**src/rtl/seg_pkg.sv**
```systemverilog
// Shared definitions for the 7-segment scan controller: FSM encoding, blank code, clog2 helper.
// Optional leading-zero blanking is enabled with the SEG_LZB_EN macro.
package seg_pkg;

    localparam logic [1:0] ST_OFF   = 2'd0;
    localparam logic [1:0] ST_BLANK = 2'd1;
    localparam logic [1:0] ST_SHOW  = 2'd2;

    localparam logic [3:0] BLANK_CODE = 4'hF;

    function automatic int seg_clog2(input int value);
        int result;
        int v;
        result = 0;
        v = value - 1;
        while (v > 0) begin
            result = result + 1;
            v = v >> 1;
        end
        return result;
    endfunction

endpackage

```
**src/rtl/seg_lzb.sv**
```systemverilog
// Combinational leading-zero blanker: digits above the highest non-zero digit become BLANK_CODE.
// Instantiated by seg_scan_ctrl only when SEG_LZB_EN is defined; digit 0 always passes through.
module seg_lzb
    import seg_pkg::*;
#(
    parameter int NUM_DIGITS = 8
) (
    input  logic [4*NUM_DIGITS-1:0] digits,
    output logic [4*NUM_DIGITS-1:0] blanked
);

    // keep[i] is set when digit i or any digit above it is non-zero
    logic [NUM_DIGITS:1] keep;

    assign keep[NUM_DIGITS] = 1'b0;
    assign blanked[3:0]     = digits[3:0];

    genvar gi;
    generate
        for (gi = NUM_DIGITS - 1; gi >= 1; gi--) begin : g_digit
            assign keep[gi] = keep[gi+1] | (digits[4*gi +: 4] != 4'd0);
            assign blanked[4*gi +: 4] = keep[gi] ? digits[4*gi +: 4] : BLANK_CODE;
        end
    endgenerate

endmodule

```
**src/rtl/seg_scan_ctrl.sv**
```systemverilog
// Multiplexed scan controller for an N-digit common-anode 7-segment display with blanking gaps
// and frame-boundary commits. Define SEG_LZB_EN to apply leading-zero blanking at commit.
module seg_scan_ctrl
    import seg_pkg::*;
#(
    parameter int NUM_DIGITS   = 8,
    parameter int DIV          = 50000,
    parameter int BLANK_CYCLES = 500
) (
    input  logic                    clk,
    input  logic                    rst_n,
    input  logic                    en,
    input  logic                    load,
    input  logic [4*NUM_DIGITS-1:0] digits_in,
    output logic [3:0]              bcd_out,
    output logic [NUM_DIGITS-1:0]   sel_n,
    output logic                    frame_start
);

    localparam int CNT_MAX = (DIV > BLANK_CYCLES) ? DIV : BLANK_CYCLES;
    localparam int CNT_W   = seg_clog2(CNT_MAX + 1);
    localparam int IDX_W   = seg_clog2(NUM_DIGITS);
    localparam bit HAS_BLANK = (BLANK_CYCLES > 0);

    localparam logic [CNT_W-1:0] SHOW_LAST  = CNT_W'(DIV - 1);
    localparam logic [CNT_W-1:0] BLANK_LAST = CNT_W'(HAS_BLANK ? BLANK_CYCLES - 1 : 0);
    localparam logic [IDX_W-1:0] IDX_LAST   = IDX_W'(NUM_DIGITS - 1);
    localparam logic [1:0]       ST_FIRST   = HAS_BLANK ? ST_BLANK : ST_SHOW;

    logic [1:0]       state_reg, state_next;
    logic [IDX_W-1:0] idx_reg, idx_next;
    logic [CNT_W-1:0] cnt_reg, cnt_next;
    logic             commit;

    logic [NUM_DIGITS-1:0][3:0] shadow_reg, shadow_next;
    logic [NUM_DIGITS-1:0][3:0] pending_reg;
    logic                       pend_vld_reg;
    logic [4*NUM_DIGITS-1:0]    commit_frame;

    logic [3:0]            bcd_next;
    logic [NUM_DIGITS-1:0] sel_next;

`ifdef SEG_LZB_EN
    seg_lzb #(
        .NUM_DIGITS(NUM_DIGITS)
    ) u_lzb (
        .digits (pending_reg),
        .blanked(commit_frame)
    );
`else
    assign commit_frame = pending_reg;
`endif

    always_comb begin
        state_next = state_reg;
        idx_next   = idx_reg;
        cnt_next   = cnt_reg;
        commit     = 1'b0;
        if (!en) begin
            state_next = ST_OFF;
            idx_next   = '0;
            cnt_next   = '0;
        end else begin
            case (state_reg)
                ST_OFF: begin
                    state_next = ST_FIRST;
                    idx_next   = '0;
                    cnt_next   = '0;
                    commit     = 1'b1;
                end
                ST_BLANK: begin
                    if (cnt_reg == BLANK_LAST) begin
                        state_next = ST_SHOW;
                        cnt_next   = '0;
                    end else begin
                        cnt_next = cnt_reg + 1'b1;
                    end
                end
                ST_SHOW: begin
                    if (cnt_reg == SHOW_LAST) begin
                        state_next = ST_FIRST;
                        cnt_next   = '0;
                        if (idx_reg == IDX_LAST) begin
                            idx_next = '0;
                            commit   = 1'b1;
                        end else begin
                            idx_next = idx_reg + 1'b1;
                        end
                    end else begin
                        cnt_next = cnt_reg + 1'b1;
                    end
                end
                default: begin
                    state_next = ST_OFF;
                    idx_next   = '0;
                    cnt_next   = '0;
                end
            endcase
        end
    end

    // Outputs are derived from the next-state values so they line up with the registered state.
    always_comb begin
        shadow_next = (commit && pend_vld_reg) ? commit_frame : shadow_reg;
        bcd_next    = (state_next == ST_OFF) ? BLANK_CODE : shadow_next[idx_next];
        sel_next    = '1;
        if (state_next == ST_SHOW) begin
            sel_next[idx_next] = 1'b0;
        end
    end

    always_ff @(posedge clk) begin
        if (!rst_n) begin
            state_reg    <= ST_OFF;
            idx_reg      <= '0;
            cnt_reg      <= '0;
            shadow_reg   <= {NUM_DIGITS{BLANK_CODE}};
            pending_reg  <= {NUM_DIGITS{BLANK_CODE}};
            pend_vld_reg <= 1'b0;
            bcd_out      <= BLANK_CODE;
            sel_n        <= '1;
            frame_start  <= 1'b0;
        end else begin
            state_reg   <= state_next;
            idx_reg     <= idx_next;
            cnt_reg     <= cnt_next;
            shadow_reg  <= shadow_next;
            bcd_out     <= bcd_next;
            sel_n       <= sel_next;
            frame_start <= commit;
            // A load on the commit edge lands after the old pending frame was taken.
            if (load) begin
                pending_reg  <= digits_in;
                pend_vld_reg <= 1'b1;
            end else if (commit) begin
                pend_vld_reg <= 1'b0;
            end
        end
    end

endmodule

```
**config.mk**
```make
export PLATFORM = sky130hd
export DESIGN_NAME = seg_scan_ctrl
export DESIGN_NICKNAME = d
export VERILOG_FILES = /design/src/rtl/seg_pkg.sv /design/src/rtl/seg_lzb.sv /design/src/rtl/seg_scan_ctrl.sv
export SDC_FILE = /design/constraint.sdc
export NUM_CORES = 1
export LEC_CHECK = 0
export ABC_AREA = 0
export CAP_MARGIN = 10
export CORE_ASPECT_RATIO = 1.4
export CORE_UTILIZATION = 55
export DETAILED_ROUTE_END_ITERATION = 7
export HOLD_SLACK_MARGIN = 0.02
export PLACE_DENSITY = 0.78
export SLEW_MARGIN = 10
export SYNTH_ARGS = -nofsm -noshare
export SYNTH_HDL_FRONTEND = slang
export SYNTH_SLANG_ARGS = --single-unit
```
**constraint.sdc**
```tcl
create_clock -name clk -period 3.1 [get_ports clk]
set_clock_uncertainty 0.15 [all_clocks]
set_input_delay 0.465 -clock clk [delete_from_list [all_inputs] [get_ports clk]]
set_output_delay 0.465 -clock clk [all_outputs]
set_load 0.02 [all_outputs]
```
==> results of run 1 <==
Yosys cell counts, drive strengths merged (8+ instances only):
library cell,number
mux2i,66
nand2,101
nand3,23
nor2,36
xnor2,8
inv,10
mux2,8
clkbuf,18
dfxtp,99
a21oi,9
metrics by stage:
stage / cell area (um2) / hold WS (ps) / util (%)
4_1_cts: 4980 / 253 / 67.7
5_1_grt: 4990 / 263 / 67.8
2_1_floorplan: 4200 / 263 / -
3_3_place_gp: 4770 / 273 / 64.8
3_5_place_dp: 4770 / 294 / 64.8
6_report: 4990 / 258 / 67.8
power breakdown:
| part | internal, uW | switching, uW |
|---|---|---|
| combinational | 102 | 91.6 |
| sequential | 1310 | 26.6 |
| clock | 453 | 444 |
| total | 1870 | 563 |
metal layers:
metal	global-route usage, %	wire (um)
met2	40.6	4650
met4	12.4	300
met1	26.1	3590
met3	5.64	234
met5	0	0
layout make-up:
type | count | area (um2) | share of cell area, %
Timing Repair Buffer | 59 | 553 | 11.1
Sequential cell | 99 | 1980 | 39.7
Clock buffer | 9 | 124 | 2.48
Multi-Input combinational cell | 324 | 2080 | 41.7
Tap cell | 97 | 121 | 2.43
Clock inverter | 7 | 91.3 | 1.83
Inverter | 10 | 37.5 | 0.752
path summary, 6_finish.rpt:
check / from / endpoint / slack, ps
worst max-delay path: cnt_reg[0] / bcd_out[0] / 220
worst min-delay path: rst_n / shadow_reg[22] / 260
worst max register to register: cnt_reg[0] / bcd_out[0] / 220
worst min register to register: cnt_reg[0] / cnt_reg[0] / 300
logic make-up after synthesis:
kind of cell	synth area share, %
compound gates	5.49
xor+xnor	2.92
fa+ha+maj	2.09
buf+inv	3.31
flops	47.2
mux	17.9
simple gates	21.1
==> impl_metrics.ini, run 1 <==
[final_layout]
drive_gt1_share_pct = 9.25
final_cell_mix = 101 x nand2_1, 99 x dfxtp_1, 66 x mux2i_1
final_common_cell = nand2_1
area_growth_syn_to_layout_pct = 18.9
nets = 546
diodes = 0
layout.cells.non_filler = 605
nFillCells = 609

[power_and_ir_drop]
powerDensity_nw_per_um2 = 487
p_leak_uw = 0.00206
ir_drop_mv = 0.428
power_uw = 2430

[placed_design]
placed_cells = 588
dp_hpwl_um = 6320
port_buffers = 48
dp_slack_ps = 164
gp_congestion = 0.881

[setup_path]
critPathKind = flop to flop
crit_buf_inv = 2
path_max_fanout = 9
crit_path_end_kind = flop
path_cells = ha_1 > and3_1 > buf_4 > nand4_2 > o31a_1 > buf_4 > mux2i_1 > mux2i_1 > a22o_1 > a311oi_1 > o21ai_1
r2r_cells = 11
slowest_stage = dfxtp_1
cp.required_ps = 3220
max_stage_delay_ps = 360
critPathTopFamily = compound AO/OA/AOI/OAI gates
cp.depth = 11
cp-start-kind = flop
worstPathArrival_ps = 2990

[synth]
synth-async-reset-ratio_pct = 0
synth_cell_type_count = 44
synth_edf_count = 0
synth-seq-cells = 99
yosysWarnings = 0
synthesis.area_um2 = 4200
syn_area_per_cell_um2 = 9.22
synth_cells = 455
syn-num-nets = 498
ys_seq_area_share_pct = 47.2
synth_top_area_cell = dfxtp_1
synthFlopType = dfxtp_1
synth_top_area_share_pct = 47.2
synthTopCellsByArea = dfxtp_1 47%, mux2i_1 16%, nand2_1 9.0%, nor2_1 3.1%, nand3_1 2.7%

[global_route]
grt_first_pass_wirelength_um = 14100
track_usage_pct = 23.7
grt_pass1_vias = 3112
grt_antenna_before_repair = 0
overflow = 0
grt_max_degree = 51

[detailed_routing]
drcViolationCount = 0
dr.pass1.iters = 4
drtAntennaViolNets = 0
wire_per_inst_um = 14.5
routed_wl_um = 8770
num_vias = 3266
vias_per_cell = 5.40
drt_iter0_markers = 133

[timing]
slew_violations = 0
setup-violations-final = 0
worst_pin_slew_ps = 954
hold_violations = 0
maxSlewHeadroom_pct = 36.4
fmax_mhz = 348
fin_crit_sh_pct = 92.7
tns_ps = 0
rsz0062_at_grt = no
layout_min_cycle_time_ps = 2880
layout_setup_ws_ps = 225

[cts]
clock_latency_ps = 380
cts.sinks = 99
clock-root-buffer = clkbuf_8
cts_resized = 0
cts_buffers = 9
clock_path_buffers = 2
tritoncts = done
cts_max_level = 3
cts.clk_slew.worst_paths_ps = 100
post_cts_buffers = 0
cts-hold-fix-buffers = 0

[floorplan]
die_area_um2 = 7990
initial_core_util_pct = 57.0
die_y_um = 105
core_area_um2 = 7360
rows = 37
die_w_um = 75.8
ioPinCount = 49

[run_status]
status = finished, final reports clean

[run]
cap_violations = 0

[min_path]
hold_depth = 2
min_path_type = primary input to flop
Note: power is estimated with default switching activity, not from simulation.
==> run 2: changes to the inputs <==
Settings changed: ABC_AREA 0 to 1, CORE_UTILIZATION 55 to 56, PLACE_DENSITY 0.78 to 0.79.
==> run 2 against run 1 <==
Via count up 16%. Wire length up 7.1%. Register-to-register slack better by 190 ps. Maximum frequency is 7.2% higher. Synthesized cell count up 24%.
==> impl_metrics.ini, run 2 <==
[cts]
clock_latency_ps = 360
clock_path_buffers = 2
cts_buffers = 9
cts_max_level = 3
cts-hold-fix-buffers = 0
cts.sinks = 99
clock-root-buffer = clkbuf_8
tritoncts = done
cts.clk_slew.worst_paths_ps = 90
post_cts_buffers = 0
cts_resized = 0

[detailed_routing]
drtAntennaViolNets = 0
num_vias = 3779
dr.pass1.iters = 5
vias_per_cell = 5.39
drcViolationCount = 0
drt_iter0_markers = 163
routed_wl_um = 9400
wire_per_inst_um = 13.4

[final_layout]
diodes = 0
final_cell_mix = 151 x nand2_1, 109 x nand3_1, 99 x dfxtp_1
final_area_um2 = 5030
area_growth_syn_to_layout_pct = 17.4
nets = 642
drive_gt1_share_pct = 8.94
final_common_cell = nand2_1

[setup_path]
crit_path_end_kind = flop
critPathKind = flop to flop
slowest_stage = nand3_4
cp.required_ps = 3200
cp-startpoint = state_reg[0]
max_stage_delay_ps = 430
path_cells = inv_1 > ha_1 > nand2_1 > inv_1 > nand3_2 > nand2_4 > nand3_4 > nand2_1 > o21ai_2 > nor2_1 > nor2_1 > nor2_1 > nand2_1
critPathTopFamily = simple AND/OR/NAND/NOR gates
timing.rr.start = state_reg[0]
crit_buf_inv = 2
cp-start-kind = flop
worstPathArrival_ps = 2780
path_max_fanout = 36

[timing]
layout_min_cycle_time_ps = 2680
fmax_mhz = 373
worst_pin_slew_ps = 827
hold_ws_ps = 305
tns_ps = 0
slew_violations = 0
layout_setup_ws_ps = 417
rsz0062_at_grt = no
hold_violations = 0
setup-violations-final = 0
maxSlewHeadroom_pct = 44.8
fin_crit_sh_pct = 86.5

[global_route]
grt_antenna_before_repair = 0
grt_pass1_vias = 3518
grt_max_degree = 59
track_usage_pct = 24.9
grt_first_pass_wirelength_um = 15800
overflow = 0

[synth]
synth-async-reset-ratio_pct = 0
synthesis.area_um2 = 4280
yosysWarnings = 0
synth_top_area_cell = dfxtp_1
synth_cells = 565
synth.most_common_cell = nand2_1
syn-num-nets = 608
synth_top_area_share_pct = 46.3
syn_area_per_cell_um2 = 7.58
synthTopCellsByArea = dfxtp_1 46%, nand2_1 13%, nand3_1 13%, nand4_1 3.9%, nor2_1 3.2%
synth-seq-cells = 99
ys_seq_area_share_pct = 46.3
synth_cell_type_count = 37
synth_edf_count = 0
synthFlopType = dfxtp_1
synthTopCellsByCount = 151 x nand2_1, 109 x nand3_1, 99 x dfxtp_1

[placed_design]
port_buffers = 48
dp_slack_ps = 374
dp_hpwl_um = 6740
placed_area_um2 = 4770
gp_congestion = 0.863

[min_path]
min_path_type = flop to flop
min-delay-start = cnt_reg[0]

[power_and_ir_drop]
ir_drop_mv = 0.296
p_leak_uw = 0.00220
powerDensity_nw_per_um2 = 526
power_uw = 2650

[floorplan]
rows = 37
die_y_um = 105
die_w_um = 75.9
ioPinCount = 49
initial_core_util_pct = 58.2
core_area_um2 = 7360
die_area_um2 = 8010

[run]
cap_violations = 0

[run_status]
status = finished, final reports clean
run 2: cell types whose count changed after synthesis, moves of 5 or more:
cell | previous run | this run
inv_1 | 10 | 34
mux2_2 | 8 | 0
nand2_1 | 101 | 151
and3_1 | 7 | 0
nand2_2 | 0 | 12
nand3_1 | 23 | 109
xnor2_1 | 8 | 2
nor3b_1 | 0 | 5
nand4_1 | 4 | 27
mux2i_1 | 66 | 0
run 2: path summary, 6_finish.rpt:
check               end  slack (ps)  depth (start not counted)
min          cnt_reg[0]         310                          1
min reg2reg  cnt_reg[0]         310                          1
max reg2reg  bcd_out[1]         420                         13
max          bcd_out[1]         420                         13
run 2: area by class of cell:
type                       instances  area, um2
fill                             635       2330
multi-input combinational        399       2010
sequential                        99       1980
timing repair buffer              53        513
inverter                          37        139
clock inverter                     6        136
clock buffer                      10        128
tap                               97        121
run 2: metrics by stage:
| step | util (%) | cells |
|---|---|---|
| after CTS | 68.3 | 701 |
| after floorplan | - | 565 |
| after global routing | 68.3 | 701 |
| after detailed placement | 64.8 | 685 |
| after global placement | 64.8 | 685 |
| final | 68.3 | 701 |
run 2: power by group:
| part | internal, uW | switching (uW) | leakage, uW | total [uW] |
|---|---|---|---|---|
| combinational | 99.4 | 132 | 0.00126 | 231 |
| clock | 621 | 438 | 0.000127 | 1060 |
| sequential | 1330 | 27.1 | 0.000813 | 1360 |
| total | 2050 | 597 | 0.00220 | 2650 |
run 2: cell families after synthesis:
| group | count (synthesis) | share of synthesized area [%] |
|---|---|---|
| xor+xnor | 5 | 1.02 |
| compound gates | 21 | 3.01 |
| flops | 99 | 46.3 |
| buf+inv | 67 | 6.78 |
| fa+ha+maj | 7 | 2.04 |
| simple gates | 366 | 40.9 |
run 2: per-layer routing:
| metal | wire (um) | vias to the layer above | share of wire (%) | track usage [%] |
|---|---|---|---|---|
| li1 | - | 1918 | - | - |
| met1 | 3810 | 1720 | 41 | 26.9 |
| met2 | 4790 | 113 | 51 | 44.7 |
| met3 | 426 | 28 | 4.5 | 5.80 |
| met4 | 370 | 0 | 3.9 | 12.9 |
| met5 | 0 | - | 0 | 0 |
